--- src/rtl/reg_file_sb_pkg.sv ---
// Shared types and sizing for the register file / scoreboard slice.
// The bypass build option is selected by REGFILE_BYPASS_EN (see reg_file_sb.sv).
package reg_file_pkg;

   localparam int REG_ID_W = 4;
   localparam int WIDTH    = 16;
   localparam int NUM_REGS = 16;

   typedef logic [REG_ID_W-1:0] reg_id_t;
   typedef logic [WIDTH-1:0]    data_t;

   localparam reg_id_t ZERO_REG = '0;

endpackage

--- src/rtl/reg_file_sb_if.sv ---
// Decode-stage bus between the issue/writeback logic (master) and the
// register file with scoreboard (slave).
interface reg_file_sb_if;
   import reg_file_pkg::*;

   reg_id_t                SrcReg1;
   reg_id_t                SrcReg2;
   logic                   ReadEnable1;
   logic                   ReadEnable2;
   data_t                  SrcData1;
   data_t                  SrcData2;
   logic                   WriteReg;
   reg_id_t                DstReg;
   data_t                  DstData;
   logic                   IssueValid;
   reg_id_t                IssueDst;
   logic                   IssueWrites;
   logic                   Stall;
   logic [NUM_REGS-1:0]    BusyMask;

   modport master (
      output SrcReg1, SrcReg2, ReadEnable1, ReadEnable2,
      output WriteReg, DstReg, DstData,
      output IssueValid, IssueDst, IssueWrites,
      input  SrcData1, SrcData2, Stall, BusyMask
   );

   modport slave (
      input  SrcReg1, SrcReg2, ReadEnable1, ReadEnable2,
      input  WriteReg, DstReg, DstData,
      input  IssueValid, IssueDst, IssueWrites,
      output SrcData1, SrcData2, Stall, BusyMask
   );

endinterface

--- src/rtl/reg_file_sb_reg_id_decoder.sv ---
// Register ID to one-hot wordline decoder with enable; FORCE_R0_LOW keeps
// the R0 wordline permanently inactive.
module reg_id_decoder
   import reg_file_pkg::*;
#(
   parameter bit FORCE_R0_LOW = 1'b0
) (
   input  reg_id_t             id,
   input  logic                en,
   output logic [NUM_REGS-1:0] onehot
);

   always_comb begin
      onehot = '0;
      if (en) onehot[id] = 1'b1;
      if (FORCE_R0_LOW) onehot[0] = 1'b0;
   end

endmodule

--- src/rtl/reg_file_sb.sv ---
// Sixteen-entry register file with pending-write scoreboard and stall.
// Define REGFILE_BYPASS_EN to forward same-cycle writeback data to the read ports.
module reg_file_sb
   import reg_file_pkg::*;
(
   input  logic          clk,
   input  logic          rst,
   reg_file_sb_if.slave  bus
);

   data_t               regs [NUM_REGS];
   logic [NUM_REGS-1:0] busy;
   logic [NUM_REGS-1:0] wr_wl;
   logic [NUM_REGS-1:0] rd_wl1;
   logic [NUM_REGS-1:0] rd_wl2;
   logic [NUM_REGS-1:0] issue_set;
   data_t               stored1;
   data_t               stored2;
   logic                hit1;
   logic                hit2;
   logic                stall1;
   logic                stall2;

   reg_id_decoder #(.FORCE_R0_LOW(1'b1)) u_dec_wr (
      .id     (bus.DstReg),
      .en     (bus.WriteReg),
      .onehot (wr_wl)
   );

   reg_id_decoder #(.FORCE_R0_LOW(1'b0)) u_dec_rd1 (
      .id     (bus.SrcReg1),
      .en     (bus.ReadEnable1),
      .onehot (rd_wl1)
   );

   reg_id_decoder #(.FORCE_R0_LOW(1'b0)) u_dec_rd2 (
      .id     (bus.SrcReg2),
      .en     (bus.ReadEnable2),
      .onehot (rd_wl2)
   );

   // R0 is never selected by wr_wl, so it holds its reset value of zero.
   always_ff @(posedge clk or posedge rst) begin
      if (rst) begin
         for (int i = 0; i < NUM_REGS; i++) regs[i] <= '0;
      end else begin
         for (int i = 0; i < NUM_REGS; i++) begin
            if (wr_wl[i]) regs[i] <= bus.DstData;
         end
      end
   end

   always_comb begin
      issue_set = '0;
      if (bus.IssueValid && bus.IssueWrites && (bus.IssueDst != ZERO_REG))
         issue_set[bus.IssueDst] = 1'b1;
   end

   // Set is applied after clear so a new producer wins a same-ID collision.
   always_ff @(posedge clk or posedge rst) begin
      if (rst) busy <= '0;
      else     busy <= (busy & ~wr_wl) | issue_set;
   end

   always_comb begin
      stored1 = '0;
      stored2 = '0;
      for (int i = 0; i < NUM_REGS; i++) begin
         if (rd_wl1[i]) stored1 = stored1 | regs[i];
         if (rd_wl2[i]) stored2 = stored2 | regs[i];
      end
   end

`ifdef REGFILE_BYPASS_EN
   // Forwarding is suppressed during reset, when no writeback is honoured.
   always_comb begin
      hit1 = !rst && bus.WriteReg && (bus.DstReg != ZERO_REG) && (bus.DstReg == bus.SrcReg1);
      hit2 = !rst && bus.WriteReg && (bus.DstReg != ZERO_REG) && (bus.DstReg == bus.SrcReg2);
   end
`else
   always_comb begin
      hit1 = 1'b0;
      hit2 = 1'b0;
   end
`endif

   always_comb begin
      bus.SrcData1 = (bus.ReadEnable1 && hit1) ? bus.DstData : stored1;
      bus.SrcData2 = (bus.ReadEnable2 && hit2) ? bus.DstData : stored2;
      stall1 = bus.ReadEnable1 && (bus.SrcReg1 != ZERO_REG) && busy[bus.SrcReg1] && !hit1;
      stall2 = bus.ReadEnable2 && (bus.SrcReg2 != ZERO_REG) && busy[bus.SrcReg2] && !hit2;
      bus.Stall    = stall1 || stall2;
      bus.BusyMask = busy;
   end

endmodule

--- src/flat_wrapper.sv ---
// flat-port wrapper written by rule: the top's interface ports become plain ports
module reg_file_sb_flat import reg_file_pkg::*;
  (clk, rst, bus_SrcReg1, bus_SrcReg2, bus_ReadEnable1, bus_ReadEnable2, bus_WriteReg, bus_DstReg, bus_DstData, bus_IssueValid, bus_IssueDst, bus_IssueWrites, bus_SrcData1, bus_SrcData2, bus_Stall, bus_BusyMask);
  reg_file_sb_if bus_i ();
  input  logic clk;
  input  logic rst;
  input wire logic [$bits(bus_i.SrcReg1)-1:0] bus_SrcReg1;
  input wire logic [$bits(bus_i.SrcReg2)-1:0] bus_SrcReg2;
  input wire logic [$bits(bus_i.ReadEnable1)-1:0] bus_ReadEnable1;
  input wire logic [$bits(bus_i.ReadEnable2)-1:0] bus_ReadEnable2;
  input wire logic [$bits(bus_i.WriteReg)-1:0] bus_WriteReg;
  input wire logic [$bits(bus_i.DstReg)-1:0] bus_DstReg;
  input wire logic [$bits(bus_i.DstData)-1:0] bus_DstData;
  input wire logic [$bits(bus_i.IssueValid)-1:0] bus_IssueValid;
  input wire logic [$bits(bus_i.IssueDst)-1:0] bus_IssueDst;
  input wire logic [$bits(bus_i.IssueWrites)-1:0] bus_IssueWrites;
  output wire logic [$bits(bus_i.SrcData1)-1:0] bus_SrcData1;
  output wire logic [$bits(bus_i.SrcData2)-1:0] bus_SrcData2;
  output wire logic [$bits(bus_i.Stall)-1:0] bus_Stall;
  output wire logic [$bits(bus_i.BusyMask)-1:0] bus_BusyMask;
  assign bus_i.SrcReg1 = bus_SrcReg1;
  assign bus_i.SrcReg2 = bus_SrcReg2;
  assign bus_i.ReadEnable1 = bus_ReadEnable1;
  assign bus_i.ReadEnable2 = bus_ReadEnable2;
  assign bus_i.WriteReg = bus_WriteReg;
  assign bus_i.DstReg = bus_DstReg;
  assign bus_i.DstData = bus_DstData;
  assign bus_i.IssueValid = bus_IssueValid;
  assign bus_i.IssueDst = bus_IssueDst;
  assign bus_i.IssueWrites = bus_IssueWrites;
  assign bus_SrcData1 = bus_i.SrcData1;
  assign bus_SrcData2 = bus_i.SrcData2;
  assign bus_Stall = bus_i.Stall;
  assign bus_BusyMask = bus_i.BusyMask;
  reg_file_sb u_core (.clk(clk), .rst(rst), .bus(bus_i));
endmodule
--- config.mk ---
export PLATFORM = sky130hd
export DESIGN_NAME = reg_file_sb_flat
export DESIGN_NICKNAME = d
export VERILOG_FILES = /design/src/rtl/reg_file_sb_pkg.sv /design/src/rtl/reg_file_sb_if.sv /design/src/rtl/reg_file_sb_reg_id_decoder.sv /design/src/rtl/reg_file_sb.sv /design/src/flat_wrapper.sv
export SDC_FILE = /design/constraint.sdc
export NUM_CORES = 1
export LEC_CHECK = 0
export ABC_AREA = 0
export CORE_ASPECT_RATIO = 1.25
export CORE_MARGIN = 2
export CORE_UTILIZATION = 50
export DETAILED_ROUTE_END_ITERATION = 6
export HOLD_SLACK_MARGIN = 0.06
export PLACE_DENSITY = 0.69
export RECOVER_POWER = 50
export SETUP_SLACK_MARGIN = 0.5
export SYNTH_ARGS = -nofsm -noshare
export SYNTH_HDL_FRONTEND = slang
export SYNTH_HIERARCHICAL = 1
export SYNTH_SLANG_ARGS = --single-unit
--- constraint.sdc ---
create_clock -name clk -period 22.7 [get_ports clk]
set_input_delay 2.27 -clock clk [delete_from_list [all_inputs] [get_ports clk]]
set_output_delay 2.27 -clock clk [all_outputs]
set_load 0.005 [all_outputs]
==> results of run 1 <==
cells in the mapped netlist (7+ instances only):
cell	number	share of area, %
buf_2	64	2.4
nor2b_1	7	0.32
clkbuf_1	50	1.4
dfrtp_1	272	50
mux2_1	39	3.2
nand2_1	11	0.30
nor3_1	10	0.37
inv_1	18	0.50
a22o_1	129	8.3
nand2b_1	8	0.37
a221oi_1	130	8.4
o22ai_1	15	0.69
mux2_2	217	18
nor2_1	37	1.0
mux2i_1	10	0.74
nand4_1	35	1.6
state kept, by name, summed over array words and instances (netlist names):
| register | flops |
|---|---|
| u_core/regs | 256 |
| u_core/bus.BusyMask | 16 |
through the flow:
step / total power [mW] / instance area [sq um]
2_1_floorplan: 0.809 / 13500
3_3_place_gp: 0.909 / 14800
3_5_place_dp: 0.917 / 14800
4_1_cts: 1.43 / 15800
5_1_grt: 1.48 / 15800
6_report: 1.43 / 15800
kinds of logic after synthesis:
family / Yosys count / share of synthesized area, %
other: 1 / 0.0277
multiplexers: 266 / 22.0
flip-flops: 272 / 50.3
AO/OA/AOI/OAI: 286 / 18.2
buffers and inverters: 134 / 4.39
AND/OR/NAND/NOR: 127 / 5.05
power groups by stage:
stage | sequential (mW) | clock (mW) | combinational (mW)
floorplan | 0.665 | 0 | 0.144
global placement | 0.698 | 0 | 0.211
detailed placement | 0.699 | 0 | 0.218
CTS | 0.691 | 0.519 | 0.219
global route | 0.707 | 0.540 | 0.238
finish | 0.697 | 0.513 | 0.219
layer usage:
layer | share of wire (%) | wire [um] | track usage, %
met1 | 38 | 17900 | 45.7
met2 | 44 | 20300 | 48.2
met3 | 13 | 6230 | 9.93
met4 | 4.6 | 2130 | 12.4
met5 | 0.024 | 11 | 0
area by class of cell:
class / instances / area (sq um)
clock inverters: 15 / 256
repair buffers: 134 / 1170
inverters: 18 / 68.8
fillers: 2191 / 11000
clock buffers: 35 / 776
flip-flops and latches: 272 / 6810
multi-input cells: 680 / 6250
well taps: 345 / 432
placed cells by master, fill, tap and decap left out, types with 2 or more instances in the layout:
master,Yosys,final
nand3b_1,6,6
bufinv_16,0,6
mux2i_1,10,10
a22o_1,129,129
clkbuf_1,50,16
nor2_2,2,28
nand4_1,35,35
clkbuf_16,0,27
nor2b_1,7,7
or3b_4,2,2
dlygate4sd3_1,0,3
o22ai_1,15,15
clkdlybuf4s50_1,0,84
nor2_1,37,11
clkinvlp_4,0,4
clkbuf_8,0,7
a2111oi_0,2,2
nand3_1,4,4
buf_4,1,32
nand2_1,11,11
nor3_2,2,11
a221oi_1,130,130
inv_1,18,17
mux2_1,39,39
dfrtp_1,272,272
nand2b_1,8,8
clkinv_2,0,3
mux2_2,217,217
o2111ai_1,2,2
worst max-delay path by stage:
stage | from | slack [ns] | cells past startpoint | to
detailed placement | bus_SrcReg2[2] | 14.92 | 8 | bus_SrcData2[5]
CTS | bus_SrcReg2[2] | 14.92 | 8 | bus_SrcData2[5]
finish | rst | 14.73 | 4 | u_core/regs[119]
global route | rst | 13.73 | 4 | u_core/regs[127]
floorplan | rst | 12.93 | 1 | u_core/bus.BusyMask[0]
global placement | bus_SrcReg2[2] | 14.93 | 8 | bus_SrcData2[1]
==> reports/results.tsv, run 1 <==
metric	value	unit
p_int	1.04	mW
placementRows	67	
hold_path_depth	1	
initial_core_util	50.6	%
cts_root_buf	clkbuf_16	
post-cts-setup-buffer-count	0	
crit_path_frequent_cell	buf_4	
grt_start_max_net_pins	148	
cts_resized	0	
r2r_end	u_core/regs[22]	
setup.worst_path.end_class	asynchronous set/reset pin	
fin_worst_skew	0	ns
whs_endpoint	u_core/regs[225]	
hp-start	u_core/regs[225]	
netlist_area	0.0135	sq mm
crit_fanout	147	
final_core_util	58.9	%
ant_nets	0	
antenna_found_initial	1	
layout.nets	1172	
drive_above_1_share	29.6	%
reg2reg_from	u_core/regs[22]	
vias	11000	
p_leak	6.41	nW
cp-start-kind	primary input	
synth-seq-area-share	50.3	%
dp_cells	1449	
crit_path_max_incr_delay	3.58	ns
worst_pin_slew	6.53	ns
final_cells	1499	
cts.sinks	272	
grt.overflow.total	0	
worst_slack	14.73	ns
via_per_inst	7.32	
drv_cap	16	
period_minus_slack	7.97	ns
die_h	188	um
io_pins	88	
worst_hold_slack	0.526	ns
synth_edf_count	0	
cts_buffer_depth	3	
post-route-drc-count	0	
dr.pass1.iters	6	
outcome	complete, but fails checks	
syn-num-nets	1125	
die_x	151	um
setup_viol	0	
slew_viol_final	418	
dieArea	0.0284	sq mm
setup_tns	0	ns
cp.required	23.22	ns
worstSetupPathType	in2async	
max-slew-margin-rel	-338	%
reg2reg_depth	1	
n_antenna_cell	0	
synth_seq_cells	272	
core-area	0.0267	sq mm
pre_cts_ws	14.92	ns
hpwlAfterDp	26600	um
cts_htree_levels	1	
hp-class	reg2reg	
p_sw_share	27.5	%
cp_cell_sequence	dlygate4sd3_1 > clkinvlp_2 > buf_4 > buf_4	
power.density	90.7	mW/mm^2
routedWlPerCell	31.1	um
violations	capacitance limit, slew limit	
hold_violations	0	
postSynthCellCount	1086	
routed_wl	46600	um
rsz0062_at_grt	false	
numCtsBuffers	27	
crit_path_top_delay_cell	clkinvlp_2	
gr-usage-all-layers	32.8	%
arrival	8.49	ns
ys_types	37	
async_flop_share	100	%
path_clk_slew	0.06	ns
power_frac_comb	15.3	%
ir_drop	59.8	uV
p_seq_share	48.8	%
r2r_slack	21.86	ns
crit_family	buffers and inverters	
syn_to_final_growth	16.4	%
avgSynthCellArea	12.5	sq um
fmax	0.125	GHz
gp_congestion	0.917	
synth_flop_cell	dfrtp_1	
cts_tree	done	
grt_pass1_vias	10700	
grt_pass1_wl	68700	um
path_buf_inv	4	
p_switching	393	uW
fin_crit_sh	35.1	%
io_buffers	87	
drt-initial-drc-count	1448	
yosys_warnings	6	
pwr-share-clk	35.9	%
ctsHoldBuffers	0	
insertion_delay	0.54	ns
(Power assumes the default switching activity.)
==> run 2: changes to the inputs <==
Settings changed: PLACE_DENSITY 0.69 to 0.72.
Clock period 22.7 ns to 7.2 ns, I/O delays scaled along.
==> reports/results.tsv, run 2 (synthesis results as in run 1) <==
metric	value	unit
outcome	complete, but fails checks	
violations	DRC, capacitance limit, slew limit	
worst_pin_slew	2.71	ns
cts_tree	done	
fin_worst_skew	0	ns
grt_pass1_wl	68000	um
syn_to_final_growth	15.5	%
ir_drop	208	uV
max-slew-margin-rel	-81.2	%
crit_end	bus_SrcData2[7]	
crit_path_top_delay_cell	nor2_1	
crit_path_frequent_cell	clkdlybuf4s50_1	
placementRows	67	
top_register	u_core/regs	
gp_congestion	0.940	
cts_resized	0	
drt-initial-drc-count	1626	
crit_path_max_incr_delay	1.01	ns
setup_viol	0	
final_core_util	58.5	%
cts.sinks	272	
fin_crit_sh	68.0	%
dr.pass1.iters	7	
cp-start-kind	primary input	
cts_root_buf	clkbuf_16	
reg2reg_depth	1	
dieArea	0.0284	sq mm
r2r_slack	6.37	ns
worst_slack	2.30	ns
largest_register_ffs	256	
drive_above_1_share	28.3	%
layout_commonest_cell	dfrtp_1	
routed_wl	45800	um
grt.overflow.total	0	
via_per_inst	7.30	
gr-usage-all-layers	32.3	%
fmax	0.204	GHz
cp.required	6.48	ns
routedWlPerCell	30.6	um
io_buffers	87	
reg2reg_from	u_core/regs[18]	
final_cell_mix	dfrtp_1 (272), mux2_2 (217), a221oi_1 (130), a22o_1 (129), clkdlybuf4s50_1 (74)	
die_x	151	um
hp-start	u_core/regs[227]	
io_pins	88	
slew_viol_final	268	
hp-class	reg2reg	
grt_start_max_net_pins	188	
setup.worst_path.end_class	output port	
crit_start	bus_SrcReg2[2]	
ctsHoldBuffers	0	
r2r_end	u_core/regs[18]	
p_leak	6.39	nW
hpwlAfterDp	26200	um
drv_cap	12	
cts_htree_levels	1	
cp_cell_sequence	clkdlybuf4s50_1 > nand3b_1 > nor2_1 > buf_4 > a22o_1 > a221oi_1 > nand4_1 > clkdlybuf4s50_1	
path_clk_slew	0.07	ns
core-area	0.0267	sq mm
antenna_found_initial	0	
power.density	278	mW/mm^2
crit_fanout	17	
period_minus_slack	4.90	ns
post-route-drc-count	2	
vias	10900	
layout.nets	1172	
die_h	188	um
arrival	4.18	ns
initial_core_util	50.6	%
setup_tns	0	ns
rsz0062_at_grt	false	
numCtsBuffers	27	
pre_cts_ws	2.53	ns
post-cts-setup-buffer-count	0	
worstSetupPathType	in2out	
hold_violations	0	
ant_nets	0	
cts_buffer_depth	3	
n_antenna_cell	0	
grt_pass1_vias	10700	
insertion_delay	0.54	ns
[run 2: cell types whose count changed in the layout (fill, tap and decap cells not counted), sizes merged]
cell,before,now
buf,32,35
inv,19,18
clkbuf,50,48
dlygate4sd3,3,13
clkdlybuf4s50,84,74
clkinvlp,5,3
bufinv,6,3
clkinv,3,8
[run 2: how the worst min path moves through the flow]
stage,end,slack [ns],cells after the start
floorplan,u_core/regs[229],0.48,1
global placement,u_core/regs[239],0.49,1
detailed placement,u_core/regs[227],0.51,1
CTS,u_core/regs[227],0.52,1
global route,u_core/regs[22],0.55,1
finish,u_core/regs[227],0.52,1
[run 2: worst max-delay path, delay by kind of cell]
kind | cells | cell delay (ns)
buffers and inverters | 3 | 1.78
AND/OR/NAND/NOR | 3 | 1.43
AO/OA/AOI/OAI | 2 | 0.21
[run 2: where the power goes]
part	switching, mW	internal, mW	leakage, nW
Sequential	0.315	1.87	3.32
Clock	0.607	0.859	0.458
Combinational	0.278	0.407	2.61
Total	1.20	3.14	6.39
[run 2: final cells by class]
class	count	area, sq um
Tap cell	345	432
Inverter	18	68.8
Multi-Input combinational cell	680	6210
Sequential cell	272	6810
Timing Repair Buffer	134	1190
Clock inverter	14	158
Fill cell	2173	11100
Clock buffer	36	769
[run 2: stage by stage]
stage | hold WS, ns | std cells | power (mW) | instance area, sq um
CTS | 0.522 | 1499 | 4.35 | 15700
detailed placement | 0.507 | 1449 | 2.88 | 14800
global placement | 0.494 | 1449 | 2.85 | 14800
floorplan | 0.481 | 1086 | 2.55 | 13500
global route | 0.546 | 1499 | 4.51 | 15600
finish | 0.521 | 1499 | 4.34 | 15600
[run 2: metal layers]
layer	vias up	GRT usage (%)	share of wire (%)	wire length, um
li1	4355	-	-	-
met1	5509	44.5	37	17200
met2	870	47.5	44	20100
met3	205	9.64	13	6130
met4	0	13.6	5.4	2470
met5	-	0	0	0
==> run 3: changes to the inputs <==
Settings changed: PLACE_DENSITY 0.72 to 0.69.
Clock period 7.2 ns to 5 ns, I/O delays scaled along.
==> reports/results.tsv, run 3 (synthesis results as in run 1) <==
metric	value	unit
crit_path_frequent_cell	clkdlybuf4s50_1	
p_leak	6.48	nW
fmax	0.241	GHz
routed_wl	47300	um
cts_buffer_depth	3	
cp.required	4.50	ns
die_x	151	um
setup.worst_path.end_class	output port	
fin_worst_skew	0	ns
max-slew-margin-rel	-132	%
drv_cap	11	
antenna_found_initial	0	
die_h	188	um
grt.overflow.total	0	
top_register	u_core/regs	
vias	11000	
dr.pass1.iters	7	
period_minus_slack	4.15	ns
routedWlPerCell	31.3	um
seq_area	0.00681	sq mm
pwr-share-clk	34.1	%
crit_path_top_delay_cell	clkdlybuf4s50_1	
reg2reg_depth	1	
cts_resized	0	
final_design_area_no_fill	0.0158	sq mm
crit_path_max_incr_delay	0.87	ns
layout.nets	1187	
setup_viol	0	
violations	capacitance limit, slew limit	
grt_pass1_vias	10900	
via_per_inst	7.29	
p_seq_share	50.1	%
n_antenna_cell	0	
io_pins	88	
grt_start_max_net_pins	118	
cts_tree	done	
ant_nets	0	
io_buffers	87	
numCtsBuffers	27	
drt-initial-drc-count	1453	
whs_endpoint	u_core/regs[213]	
gr-usage-all-layers	33.4	%
final_cell_mix	dfrtp_1 (272), mux2_2 (217), a221oi_1 (130), a22o_1 (129), clkdlybuf4s50_1 (86)	
post-cts-setup-buffer-count	0	
dieArea	0.0284	sq mm
p_sw_share	27.4	%
power.density	400	mW/mm^2
gp_congestion	0.927	
path_buf_inv	3	
multi_input_area	0.00625	sq mm
fin_crit_sh	83.0	%
final_core_util	59.1	%
worstSetupPathType	in2out	
hp-class	reg2reg	
post-route-drc-count	0	
hpwlAfterDp	27600	um
largest_register_ffs	256	
dp_cells	1464	
grt_pass1_wl	70100	um
outcome	complete, but fails checks	
hold_violations	0	
setup_tns	0	ns
fill_cells	2175	
cts.sinks	272	
placed_area	0.0149	sq mm
power_frac_comb	15.8	%
initial_core_util	50.6	%
cp_cell_sequence	clkdlybuf4s50_1 > nand2_1 > nor2_1 > buf_4 > a22o_1 > a221oi_1 > nand4_1 > clkdlybuf4s50_1	
crit_family	buffers and inverters	
ctsHoldBuffers	0	
worst_hold_slack	0.518	ns
r2r_end	u_core/regs[228]	
p_switching	1.74	mW
rsz0062_at_grt	false	
ir_drop	288	uV
core-area	0.0267	sq mm
slew_viol_final	402	
syn_to_final_growth	16.7	%
r2r_slack	4.17	ns
crit_fanout	15	
hold_path_depth	1	
p_int	4.59	mW
cts_root_buf	clkbuf_16	
cp-start-kind	primary input	
path_clk_slew	0.06	ns
hp-start	u_core/regs[213]	
drive_above_1_share	30.2	%
insertion_delay	0.54	ns
cts_htree_levels	1	
arrival	3.65	ns
final_cells	1512	
reg2reg_from	u_core/regs[228]	
worst_pin_slew	3.48	ns
layout_commonest_cell	dfrtp_1	
placementRows	67	
[run 3: changes by cell type in the layout (fill, tap and decap cells not counted), moves of 2 or more]
| cell | before | now |
|---|---|---|
| nor2_4 | 1 | 3 |
| clkinv_2 | 7 | 4 |
| clkdlybuf4s50_1 | 74 | 86 |
| nor3_2 | 9 | 11 |
| nor2_2 | 13 | 21 |
| nor2_1 | 25 | 15 |
| buf_4 | 34 | 51 |
| nor3_1 | 3 | 1 |
| dlygate4sd3_1 | 13 | 1 |
[run 3: how the worst max path moves through the flow]
stage,depth (start not counted),start,to
after floorplan,1,rst,u_core/bus.BusyMask[0]
final,8,bus_SrcReg1[0],bus_SrcData1[5]
after CTS,8,bus_SrcReg1[0],bus_SrcData1[5]
after detailed placement,8,bus_SrcReg1[0],bus_SrcData1[5]
after global placement,8,bus_SrcReg1[0],bus_SrcData1[5]
after global routing,3,rst,u_core/regs[139]
[run 3: metrics by stage]
step	power, mW	worst slack (ns)
3_5_place_dp	4.17	0.991
5_1_grt	6.56	0.455
2_1_floorplan	3.67	0.905
6_report	6.33	0.850
4_1_cts	6.32	0.986
3_3_place_gp	4.13	1.06
[run 3: cell type report]
type | count | share of cell area, %
Multi-Input combinational cell | 680 | 39.6
Timing Repair Buffer | 149 | 8.21
Clock inverter | 9 | 0.935
Clock buffer | 39 | 5.01
Sequential cell | 272 | 43.1
Tap cell | 345 | 2.73
Inverter | 18 | 0.436
[run 3: power by group through the flow]
stage	Combinational, mW	Sequential (mW)	Clock, mW
2_1_floorplan	0.656	3.02	0
3_3_place_gp	0.962	3.17	0
3_5_place_dp	0.997	3.17	0
4_1_cts	1.00	3.14	2.18
5_1_grt	1.08	3.21	2.26
6_report	1.00	3.17	2.16
[run 3: per-layer routing]
metal	vias up	wire length [um]	global-route usage [%]
met4	0	2550	14.6
met1	5513	18300	47.5
li1	4387	-	-
met5	-	0	0
met2	909	20400	48.4
met3	214	6100	8.52
